==> src/rtl/conv_transpose2d.sv <==
// rtl/conv_transpose2d.sv - gather-style transposed 2D convolution engine over synchronous memories
module conv_transpose2d #(
    parameter int BATCH_SIZE   = 1,
    parameter int IN_CHANNELS  = 1,
    parameter int OUT_CHANNELS = 2,
    parameter int IN_HEIGHT    = 2,
    parameter int IN_WIDTH     = 2,
    parameter int KERNEL_SIZE  = 2,
    parameter int STRIDE       = 2,
    parameter int PADDING      = 0,
    parameter int DATA_WIDTH   = 32,
    parameter int ADDR_WIDTH   = 16
) (
    input  logic                  clk,
    input  logic                  rst_n,
    input  logic                  start,
    output logic                  done,
    output logic                  valid,
    output logic [ADDR_WIDTH-1:0] input_addr,
    input  logic [DATA_WIDTH-1:0] input_data,
    output logic                  input_en,
    output logic [ADDR_WIDTH-1:0] weight_addr,
    input  logic [DATA_WIDTH-1:0] weight_data,
    output logic                  weight_en,
    output logic [ADDR_WIDTH-1:0] bias_addr,
    input  logic [DATA_WIDTH-1:0] bias_data,
    output logic                  bias_en,
    output logic [ADDR_WIDTH-1:0] output_addr,
    output logic [DATA_WIDTH-1:0] output_data,
    output logic                  output_we,
    output logic                  output_en
);
    localparam int OUT_H = (IN_HEIGHT - 1) * STRIDE - 2 * PADDING + KERNEL_SIZE;
    localparam int OUT_W = (IN_WIDTH - 1) * STRIDE - 2 * PADDING + KERNEL_SIZE;
    localparam int AW = ADDR_WIDTH;
    localparam int DW = DATA_WIDTH;

    typedef enum logic [3:0] {
        S_IDLE, S_INIT, S_BWAIT, S_BIAS, S_TAP, S_TWAIT, S_MAC, S_STORE, S_NEXT, S_DONE
    } state_t;

    state_t r_state, w_state_nxt;

    logic [31:0] r_b, r_oc, r_oh, r_ow, r_ic, r_kr, r_kc;
    logic [31:0] w_b_nxt, w_oc_nxt, w_oh_nxt, w_ow_nxt, w_ic_nxt, w_kr_nxt, w_kc_nxt;
    logic [31:0] w_ic_adv, w_kr_adv, w_kc_adv;
    logic [31:0] w_ih, w_iw;
    logic signed [2*DW-1:0] r_acc, w_acc_nxt, w_prod, w_in_ext, w_wt_ext, w_bias_ext;
    logic w_tap_last, w_pix_last, w_cur_ok, w_nxt_ok, w_rd;
    logic [AW-1:0] w_in_addr, w_wt_addr, w_out_addr;

    logic [AW-1:0] r_input_addr, r_weight_addr, r_bias_addr, r_output_addr;
    logic [DW-1:0] r_output_data;
    logic r_input_en, r_weight_en, r_bias_en, r_output_en, r_output_we, r_done;

    // A tap contributes only when the crop-adjusted offset lands exactly on a stride grid point inside the input.
    function automatic logic tap_ok(input logic [31:0] oh, input logic [31:0] ow,
                                    input logic [31:0] kr, input logic [31:0] kc);
        int t;
        int u;
        t = $signed(oh) + PADDING - $signed(kr);
        u = $signed(ow) + PADDING - $signed(kc);
        return (t >= 0) && (u >= 0) && (t % STRIDE == 0) && (u % STRIDE == 0) &&
               (t / STRIDE < IN_HEIGHT) && (u / STRIDE < IN_WIDTH);
    endfunction

    assign w_in_ext   = {{DW{input_data[DW-1]}}, input_data};
    assign w_wt_ext   = {{DW{weight_data[DW-1]}}, weight_data};
    assign w_bias_ext = {{DW{bias_data[DW-1]}}, bias_data};
    assign w_prod     = w_in_ext * w_wt_ext;

    assign w_tap_last = (r_ic == IN_CHANNELS - 1) && (r_kr == KERNEL_SIZE - 1) && (r_kc == KERNEL_SIZE - 1);
    assign w_pix_last = (r_b == BATCH_SIZE - 1) && (r_oc == OUT_CHANNELS - 1) &&
                        (r_oh == OUT_H - 1) && (r_ow == OUT_W - 1);
    assign w_cur_ok   = tap_ok(r_oh, r_ow, r_kr, r_kc);
    assign w_nxt_ok   = tap_ok(w_oh_nxt, w_ow_nxt, w_kr_nxt, w_kc_nxt);

    assign w_ih       = (w_oh_nxt + PADDING - w_kr_nxt) / STRIDE;
    assign w_iw       = (w_ow_nxt + PADDING - w_kc_nxt) / STRIDE;
    assign w_in_addr  = AW'(((w_b_nxt * IN_CHANNELS + w_ic_nxt) * IN_HEIGHT + w_ih) * IN_WIDTH + w_iw);
    assign w_wt_addr  = AW'(((w_ic_nxt * OUT_CHANNELS + w_oc_nxt) * KERNEL_SIZE + w_kr_nxt) * KERNEL_SIZE + w_kc_nxt);
    assign w_out_addr = AW'(((r_b * OUT_CHANNELS + r_oc) * OUT_H + r_oh) * OUT_W + r_ow);

    always_comb begin
        w_kc_adv = r_kc + 1;
        w_kr_adv = r_kr;
        w_ic_adv = r_ic;
        if (r_kc == KERNEL_SIZE - 1) begin
            w_kc_adv = '0;
            w_kr_adv = r_kr + 1;
            if (r_kr == KERNEL_SIZE - 1) begin
                w_kr_adv = '0;
                w_ic_adv = r_ic + 1;
            end
        end
    end

    always_comb begin
        w_state_nxt = r_state;
        w_b_nxt     = r_b;
        w_oc_nxt    = r_oc;
        w_oh_nxt    = r_oh;
        w_ow_nxt    = r_ow;
        w_ic_nxt    = r_ic;
        w_kr_nxt    = r_kr;
        w_kc_nxt    = r_kc;
        w_acc_nxt   = r_acc;
        case (r_state)
            S_IDLE: begin
                if (start) begin
                    w_b_nxt     = '0;
                    w_oc_nxt    = '0;
                    w_oh_nxt    = '0;
                    w_ow_nxt    = '0;
                    w_state_nxt = S_INIT;
                end
            end
            S_INIT: begin
                w_ic_nxt    = '0;
                w_kr_nxt    = '0;
                w_kc_nxt    = '0;
                w_state_nxt = S_BWAIT;
            end
            S_BWAIT: w_state_nxt = S_BIAS;
            S_BIAS: begin
                w_acc_nxt   = w_bias_ext;
                w_state_nxt = S_TAP;
            end
            S_TAP: begin
                if (w_cur_ok) begin
                    w_state_nxt = S_TWAIT;
                end else begin
                    w_ic_nxt    = w_ic_adv;
                    w_kr_nxt    = w_kr_adv;
                    w_kc_nxt    = w_kc_adv;
                    w_state_nxt = w_tap_last ? S_STORE : S_TAP;
                end
            end
            S_TWAIT: w_state_nxt = S_MAC;
            S_MAC: begin
                w_acc_nxt   = r_acc + w_prod;
                w_ic_nxt    = w_ic_adv;
                w_kr_nxt    = w_kr_adv;
                w_kc_nxt    = w_kc_adv;
                w_state_nxt = w_tap_last ? S_STORE : S_TAP;
            end
            S_STORE: w_state_nxt = S_NEXT;
            S_NEXT: begin
                if (r_ow == OUT_W - 1) begin
                    w_ow_nxt = '0;
                    if (r_oh == OUT_H - 1) begin
                        w_oh_nxt = '0;
                        if (r_oc == OUT_CHANNELS - 1) begin
                            w_oc_nxt = '0;
                            w_b_nxt  = r_b + 1;
                        end else begin
                            w_oc_nxt = r_oc + 1;
                        end
                    end else begin
                        w_oh_nxt = r_oh + 1;
                    end
                end else begin
                    w_ow_nxt = r_ow + 1;
                end
                w_state_nxt = w_pix_last ? S_DONE : S_INIT;
            end
            S_DONE: begin
                if (!start) w_state_nxt = S_IDLE;
            end
            default: w_state_nxt = S_IDLE;
        endcase
    end

    always_ff @(posedge clk or negedge rst_n) begin
        if (!rst_n) r_state <= S_IDLE;
        else        r_state <= w_state_nxt;
    end

    assign w_rd = (w_state_nxt == S_TAP) && w_nxt_ok;

    // Strobes are decoded from the next state so every port is a flop yet high in its own state.
    always_ff @(posedge clk or negedge rst_n) begin
        if (!rst_n) begin
            r_b <= '0; r_oc <= '0; r_oh <= '0; r_ow <= '0;
            r_ic <= '0; r_kr <= '0; r_kc <= '0;
            r_acc         <= '0;
            r_input_addr  <= '0;
            r_weight_addr <= '0;
            r_bias_addr   <= '0;
            r_output_addr <= '0;
            r_output_data <= '0;
            r_input_en    <= 1'b0;
            r_weight_en   <= 1'b0;
            r_bias_en     <= 1'b0;
            r_output_en   <= 1'b0;
            r_output_we   <= 1'b0;
            r_done        <= 1'b0;
        end else begin
            r_b <= w_b_nxt; r_oc <= w_oc_nxt; r_oh <= w_oh_nxt; r_ow <= w_ow_nxt;
            r_ic <= w_ic_nxt; r_kr <= w_kr_nxt; r_kc <= w_kc_nxt;
            r_acc       <= w_acc_nxt;
            r_bias_en   <= (w_state_nxt == S_INIT);
            r_input_en  <= w_rd;
            r_weight_en <= w_rd;
            r_output_en <= (w_state_nxt == S_STORE);
            r_output_we <= (w_state_nxt == S_STORE);
            r_done      <= (w_state_nxt == S_DONE);
            if (w_state_nxt == S_INIT) r_bias_addr <= w_oc_nxt[AW-1:0];
            if (w_rd) begin
                r_input_addr  <= w_in_addr;
                r_weight_addr <= w_wt_addr;
            end
            if (w_state_nxt == S_STORE) begin
                r_output_addr <= w_out_addr;
                r_output_data <= w_acc_nxt[DW-1:0];
            end
        end
    end

    assign done        = r_done;
    assign valid       = r_done;
    assign input_addr  = r_input_addr;
    assign input_en    = r_input_en;
    assign weight_addr = r_weight_addr;
    assign weight_en   = r_weight_en;
    assign bias_addr   = r_bias_addr;
    assign bias_en     = r_bias_en;
    assign output_addr = r_output_addr;
    assign output_data = r_output_data;
    assign output_we   = r_output_we;
    assign output_en   = r_output_en;
endmodule
==> config.mk <==
export PLATFORM = sky130hd
export DESIGN_NAME = conv_transpose2d
export DESIGN_NICKNAME = d
export VERILOG_FILES = /design/src/rtl/conv_transpose2d.sv
export SDC_FILE = /design/constraint.sdc
export NUM_CORES = 2
export LEC_CHECK = 0
export CAP_MARGIN = 20
export CORE_ASPECT_RATIO = 1.2
export CORE_MARGIN = 2
export CORE_UTILIZATION = 57
export DETAILED_ROUTE_END_ITERATION = 10
export DONT_BUFFER_PORTS = 1
export PLACE_DENSITY = 0.8
export SLEW_MARGIN = 20
export SYNTH_ARGS = -nofsm -noshare
export SYNTH_HDL_FRONTEND = slang
export SYNTH_SLANG_ARGS = --single-unit
==> constraint.sdc <==
create_clock -name clk -period 37.1 [get_ports clk]
set_clock_uncertainty 0.2 [all_clocks]
set_input_delay 7.42 -clock clk [delete_from_list [all_inputs] [get_ports clk]]
set_output_delay 7.42 -clock clk [all_outputs]
set_load 0.1 [all_outputs]
# Yosys cells after proc, flatten, opt, wreduce, memory -nomap -nowiden
# Index checks and enable logic that the tools add are counted.
[op_classes]
n_addsub = 27
n_mul = 1
n_div = 0
n_lt_le_gt_ge = 8
n_eq_ne = 18
shifts = 0
n_mux = 35
n_bitwise = 4
n_reduce_logical = 24
[ops]
columns = ["operator", "n"]
rows = [
  ["2-to-1 mux 32 bit", 21],
  ["case mux 32 bit (3 select lines)", 3],
  ["case mux 32 bit (2 select lines)", 4],
  ["adder 32 x 1 -> 32 bit, second input constant", 7],
  ["zero test 32 bit", 6],
  ["adder 32 x 1 -> 32 bit", 4],
  [">= comparator 32 x 1 -> 1 bit, second input constant", 4],
  ["less-than comparator 32 x 3 -> 1 bit, second input constant", 4],
  ["case mux 64 bit (2 select lines)", 1],
  ["subtractor 32 bit", 4],
  ["== test 32 x 1 -> 1 bit, second input constant", 3],
  ["adder 64 bit", 1],
  ["== test 32 x 2 -> 1 bit, second input constant", 2],
  ["multiplier 32 x 32 -> 64 bit", 1],
  ["adder 16 bit", 3],
  ["adder 14 bit", 3],
  ["case mux 4 bit (10 select lines)", 1],
  ["adder 15 bit", 2],
  ["== test 4 x 3 -> 1 bit, second input constant", 6],
  ["subtractor 17 bit", 1],
  ["logical AND 1 bit", 16],
  ["subtractor 16 bit", 1],
  ["adder 12 bit", 1],
  ["== test 4 bit, second input constant", 3],
  ["7 further kinds", 15],
]
[word_totals]
reg_bits = 392
latchBits = 0
ram_bits = 0
romBits = 0
input_bits = 99
elab_cells = 136
memories = 0

# Logic depth before layout (Yosys ltp)
[depth]
depth_word = 17
depth_mapped = 61

# Worst setup path before layout
# Ideal clock, no wire load.
[synth_timing]
path_type = "input to register"
from = "input port weight_data[4]"
to = "register r_output_data[31] (netlist: output_data[31])"
setup_time_ns = 0.125
arrival_ns = 15.482
required_time_ns = 36.775
slack_ns = 21.293
path_stages = 36
path_buffers = 2
cell_sequence = "clkbuf_1 > buf_1 > nand2_1 > fa_1 > inv_1 > fa_1 > inv_1 > fa_1 > inv_1 > fa_1 > ha_1 > ha_1 > inv_1 > fa_1 > fa_1 > inv_1 > ha_1 > inv_1 > o21ai_0 > a21oi_1 > o21ai_0 > a21oi_1 > o21ai_0 > a21oi_1 > o21ai_0 > a21oi_1 > o21ai_0 > a21oi_1 > o21ai_0 > a41o_1 > or4_1 > a31o_2 > a21oi_1 > xnor2_1 > o21ai_0 > mux2_2"
[synth_via]
elab_chain_cells = 3
[synth_lines]
columns = ["element", "line", "text"]
rows = [
  ["start: declaration", "23", "input logic [DATA_WIDTH-1:0] weight_data,"],
  ["multiplier 32 x 32 -> 64 bit", "70", "assign w_prod = w_in_ext * w_wt_ext;"],
  ["adder 64 bit", "141", "w_acc_nxt = r_acc + w_prod;"],
  ["case mux 64 bit (2 select lines)", "108", "case (r_state)"],
  ["net w_acc_nxt[31]", "48", "logic signed [2*DW-1:0] r_acc, w_acc_nxt, w_prod, w_in_ext, w_wt_ext, w_bias_ext;"],
  ["end signal: assignment", "215", "r_output_data <= w_acc_nxt[DW-1:0];"],
  ["end: declaration", "53", "logic [DW-1:0] r_output_data;"],
]
# The timed path passes the listed nets, and every way through them passes these cells.
# A chain may end at the register's enable or synchronous reset.

# Worst setup path in the final report
[layout_timing]
from = "input port input_data[5]"
to = "register r_output_data[30] (netlist: output_data[30])"
[layout_via]
elab_chain_cells = 3
[layout_lines]
columns = ["element", "line", "text"]
rows = [
  ["start: declaration", "20", "input logic [DATA_WIDTH-1:0] input_data,"],
  ["multiplier 32 x 32 -> 64 bit", "70", ""],
  ["adder 64 bit", "141", ""],
  ["case mux 64 bit (2 select lines)", "108", ""],
]
# Every way passes these cells.

==> results.py <==
metrics = {
    "cells_and_area": {
        "n_fill_cell": 7678,
        "multiInputGateArea_sq_mm": 0.0373,
        "finalNetCount": 7045,
        "drive_gt1_share_pct": 3.28,
        "post-route-cell-area_sq_mm": 0.0525,
        "seq_area_sq_mm": 0.00901,
        "synthToLayoutAreaGrowth_pct": 4.33,
    },
    "sta": {
        "rsz0062_at_grt": "false",
        "hold_slack_ps": 294,
        "tightest_slew_ps": 1180,
        "setup_ws_ps": 21440,
        "drv_slew": 0,
        "post-route-period-util_pct": 42.2,
        "slew_headroom_pct": 20.1,
        "setup_viol": 0,
        "clock.fmax_ghz": 0.0639,
        "hold_viol": 0,
        "period_needed_ps": 15660,
        "setup_tns_ps": 0,
    },
    "placed_design": {
        "dp_slack_ps": 20940,
        "portBuffers": 0,
        "placed_cell_area_sq_mm": 0.0510,
        "gp_congestion": 0.991,
        "dp_hpwl_mm": 127,
    },
    "clock_network": {
        "cts.sinks": 360,
        "insertion_delay_ps": 620,
        "cts_resized": 0,
        "cts_made_buffers": 43,
        "clk_pin_slew_worst_paths_ps": 70,
        "cts_tree": "done",
        "post-cts-setup-buffers": 0,
        "cts_hold_buf": 0,
        "h-tree-depth": 2,
        "clockBufferDepth": 3,
        "cts_root_buf": "clkbuf_16",
    },
    "routing": {
        "drtIter0Drc": 4136,
        "num_vias": 46400,
        "drc": 0,
        "drtAntennaViolNets": 0,
        "routed_wl_mm": 161,
        "wl_per_cell_um": 22.2,
        "drtPass1Iterations": 6,
        "via_per_inst": 6.38,
    },
    "outcome": {
        "status": "finished clean",
    },
    "die": {
        "die_h_um": 330,
        "ios": 202,
        "rows": 119,
        "die_x_um": 275,
        "fp.coreArea_sq_mm": 0.0877,
        "die_area_sq_mm": 0.0907,
        "start_util_pct": 57.4,
    },
    "synth": {
        "synth_cell_type_count": 104,
        "synth_edf_count": 0,
        "synth.top_cell.area_share_pct": 17.9,
        "seq_area_frac_synth_pct": 17.9,
        "synth.top_cells.by_area": "fa_1 18%, dfrtp_1 18%, ha_1 10%",
        "syn-num-nets": 7242,
        "yosys.area.top_type": "fa_1",
        "ys_ff_latch": 360,
        "yosysWarnings": 0,
        "synth_cells": 6290,
        "syn_area_sq_mm": 0.0503,
        "synth.avg_cell_area_sq_um": 8.00,
        "async_flop_share_pct": 100,
        "synth_flop_cell": "dfrtp_1",
    },
    "setup_path": {
        "start_kind": "input port",
        "path_max_fanout": 27,
        "crit_buf_inv": 5,
        "crit_path_end_kind": "flip-flop",
        "critPathMostFrequentCell": "o21ai_0",
        "r2r_cells": 53,
        "r2r_setup_slack_ps": 22860,
        "required_ps": 37380,
        "r2r-start": "r_kr[10]",
        "cp_top_family": "compound AO/OA/AOI/OAI gates",
        "reg2reg_to": "input_addr[6]",
        "cp.arrival_ps": 15940,
        "slowest_delay_ps": 550,
        "critPathKind": "in2reg",
        "slowest_stage": "fa_1",
    },
    "min_path": {
        "holdPathEnd": "r_ic[31]",
        "min_from": "r_ic[31]",
        "hp-class": "reg2reg",
        "hold_path_depth": 1,
    },
    "global_route": {
        "grt_usage_pct": 35.5,
        "antenna_found_initial": 8,
        "grt_max_degree": 361,
        "grt_overflow": 0,
        "grt_first_pass_wirelength_mm": 252,
        "grt_pass1_vias": 46200,
    },
    "run": {
        "cap_violations": 0,
    },
}
kinds of logic after synthesis:
logic type	count (synthesis)	share of synthesized area [%]
AO/OA/AOI/OAI	1382	17.8
adder cells (fa/ha/maj)	855	28.0
AND/OR/NAND/NOR	2240	21.5
XOR/XNOR	354	6.19
flip-flops	360	17.9
buffers and inverters	1070	8.09
multiplexers	29	0.604
per-layer routing:
| layer | GRT usage, % | wire, um |
|---|---|---|
| met1 | 39.9 | 57200 |
| met2 | 60.3 | 76800 |
| met3 | 9.40 | 16000 |
| met4 | 21.4 | 11400 |
| met5 | 0 | 38 |
state kept, by name, indices dropped and copies added, names as in the netlist:
signal       count
output_data     32
r_b             32
output_we        1
bias_addr       16
r_state          4
r_acc           32
r_ow            32
output_addr     16
r_ic            32
r_kr            32
r_oc            32
input_addr      16
weight_en        1
bias_en          1
r_oh            32
r_kc            32
done             1
weight_addr     16
through the flow:
step / util (%) / std cells
finish: 59.9 / 7280
global route: 59.9 / 7279
CTS: 59.8 / 7275
detailed placement: 58.1 / 7197
global placement: 58.1 / 7197
floorplan: - / 6290
cell usage after synthesis, types with 12 or more instances:
library cell and instances:
ha_1 402, nand3b_1 19, o21bai_1 68, or4_1 17
nand2_1 1008, clkbuf_1 241, xor2_1 105, a21o_1 98
o31a_1 26, xnor2_1 247, dfrtp_1 360, a31oi_1 78
o21ai_1 18, o31ai_1 85, mux2i_1 18, inv_1 793
o21a_1 39, a31o_2 17, nor4_1 94, or3_1 45
nor2b_1 24, nand4_1 86, nor3_1 113, a211oi_1 25
nor2_1 257, a21oi_1 273, or2_2 17, nor3b_1 12
a22oi_1 30, and3_1 109, a211o_1 12, buf_2 19
nor4b_1 15, a21boi_0 21, o22ai_1 14, o21ai_0 393
o2111ai_1 20, fa_1 451, and4_1 29, nand2b_1 37
and2_1 167, o211ai_1 27, nand3_1 155
cells in the final DEF (no fill, tap or decap), drive strengths merged, types with 18 or more instances in the layout:
cell     count
nand2     1008
inv        795
fa         451
o21ai      412
ha         402
dfrtp      360
a21oi      274
nor2       257
xnor2      249
and2       168
nand3      155
nor3       113
and3       109
xor2       105
a21o        98
nor4        96
nand4       87
o31ai       86
a31oi       78
o21bai      68
clkbuf      55
or3         45
o21a        39
nand2b      37
buf         35
a22oi       30
and4        29
o211ai      29
o31a        26
a211oi      25
a21boi      25
nor2b       24
o2111ai     20
nand3b      19
or2         19
mux2i       18
or4         18
worst register-to-register path, delay by kind of cell, from the launching register on:
kind / cells / cell delay, ps
compound gates: 19 / 3990
fa+ha+maj: 4 / 1340
xor+xnor: 1 / 560
simple gates: 24 / 6600
flops: 1 / 450
buf+inv: 5 / 970
area by class of cell:
type / instances / share of cell area [%]
multi-input combinational: 4860 / 71.1
sequential: 360 / 17.2
inverter: 793 / 5.67
tap: 1149 / 2.74
clock buffer: 55 / 2.33
clock inverter: 23 / 0.508
timing repair buffer: 35 / 0.500
antenna: 5 / 0.0238
worst max path at each step:
stage	start	to	depth (start not counted)
6_report	input_data[5]	output_data[30]	34
5_1_grt	input_data[5]	output_data[30]	34
4_1_cts	input_data[5]	output_data[30]	34
3_5_place_dp	input_data[5]	output_data[30]	34
3_3_place_gp	input_data[5]	output_data[30]	34
2_1_floorplan	weight_data[4]	output_data[31]	36
Power is left out: the tool's default activity adds up to more than one toggle a clock period on the data nets, which glitch-free logic cannot reach.
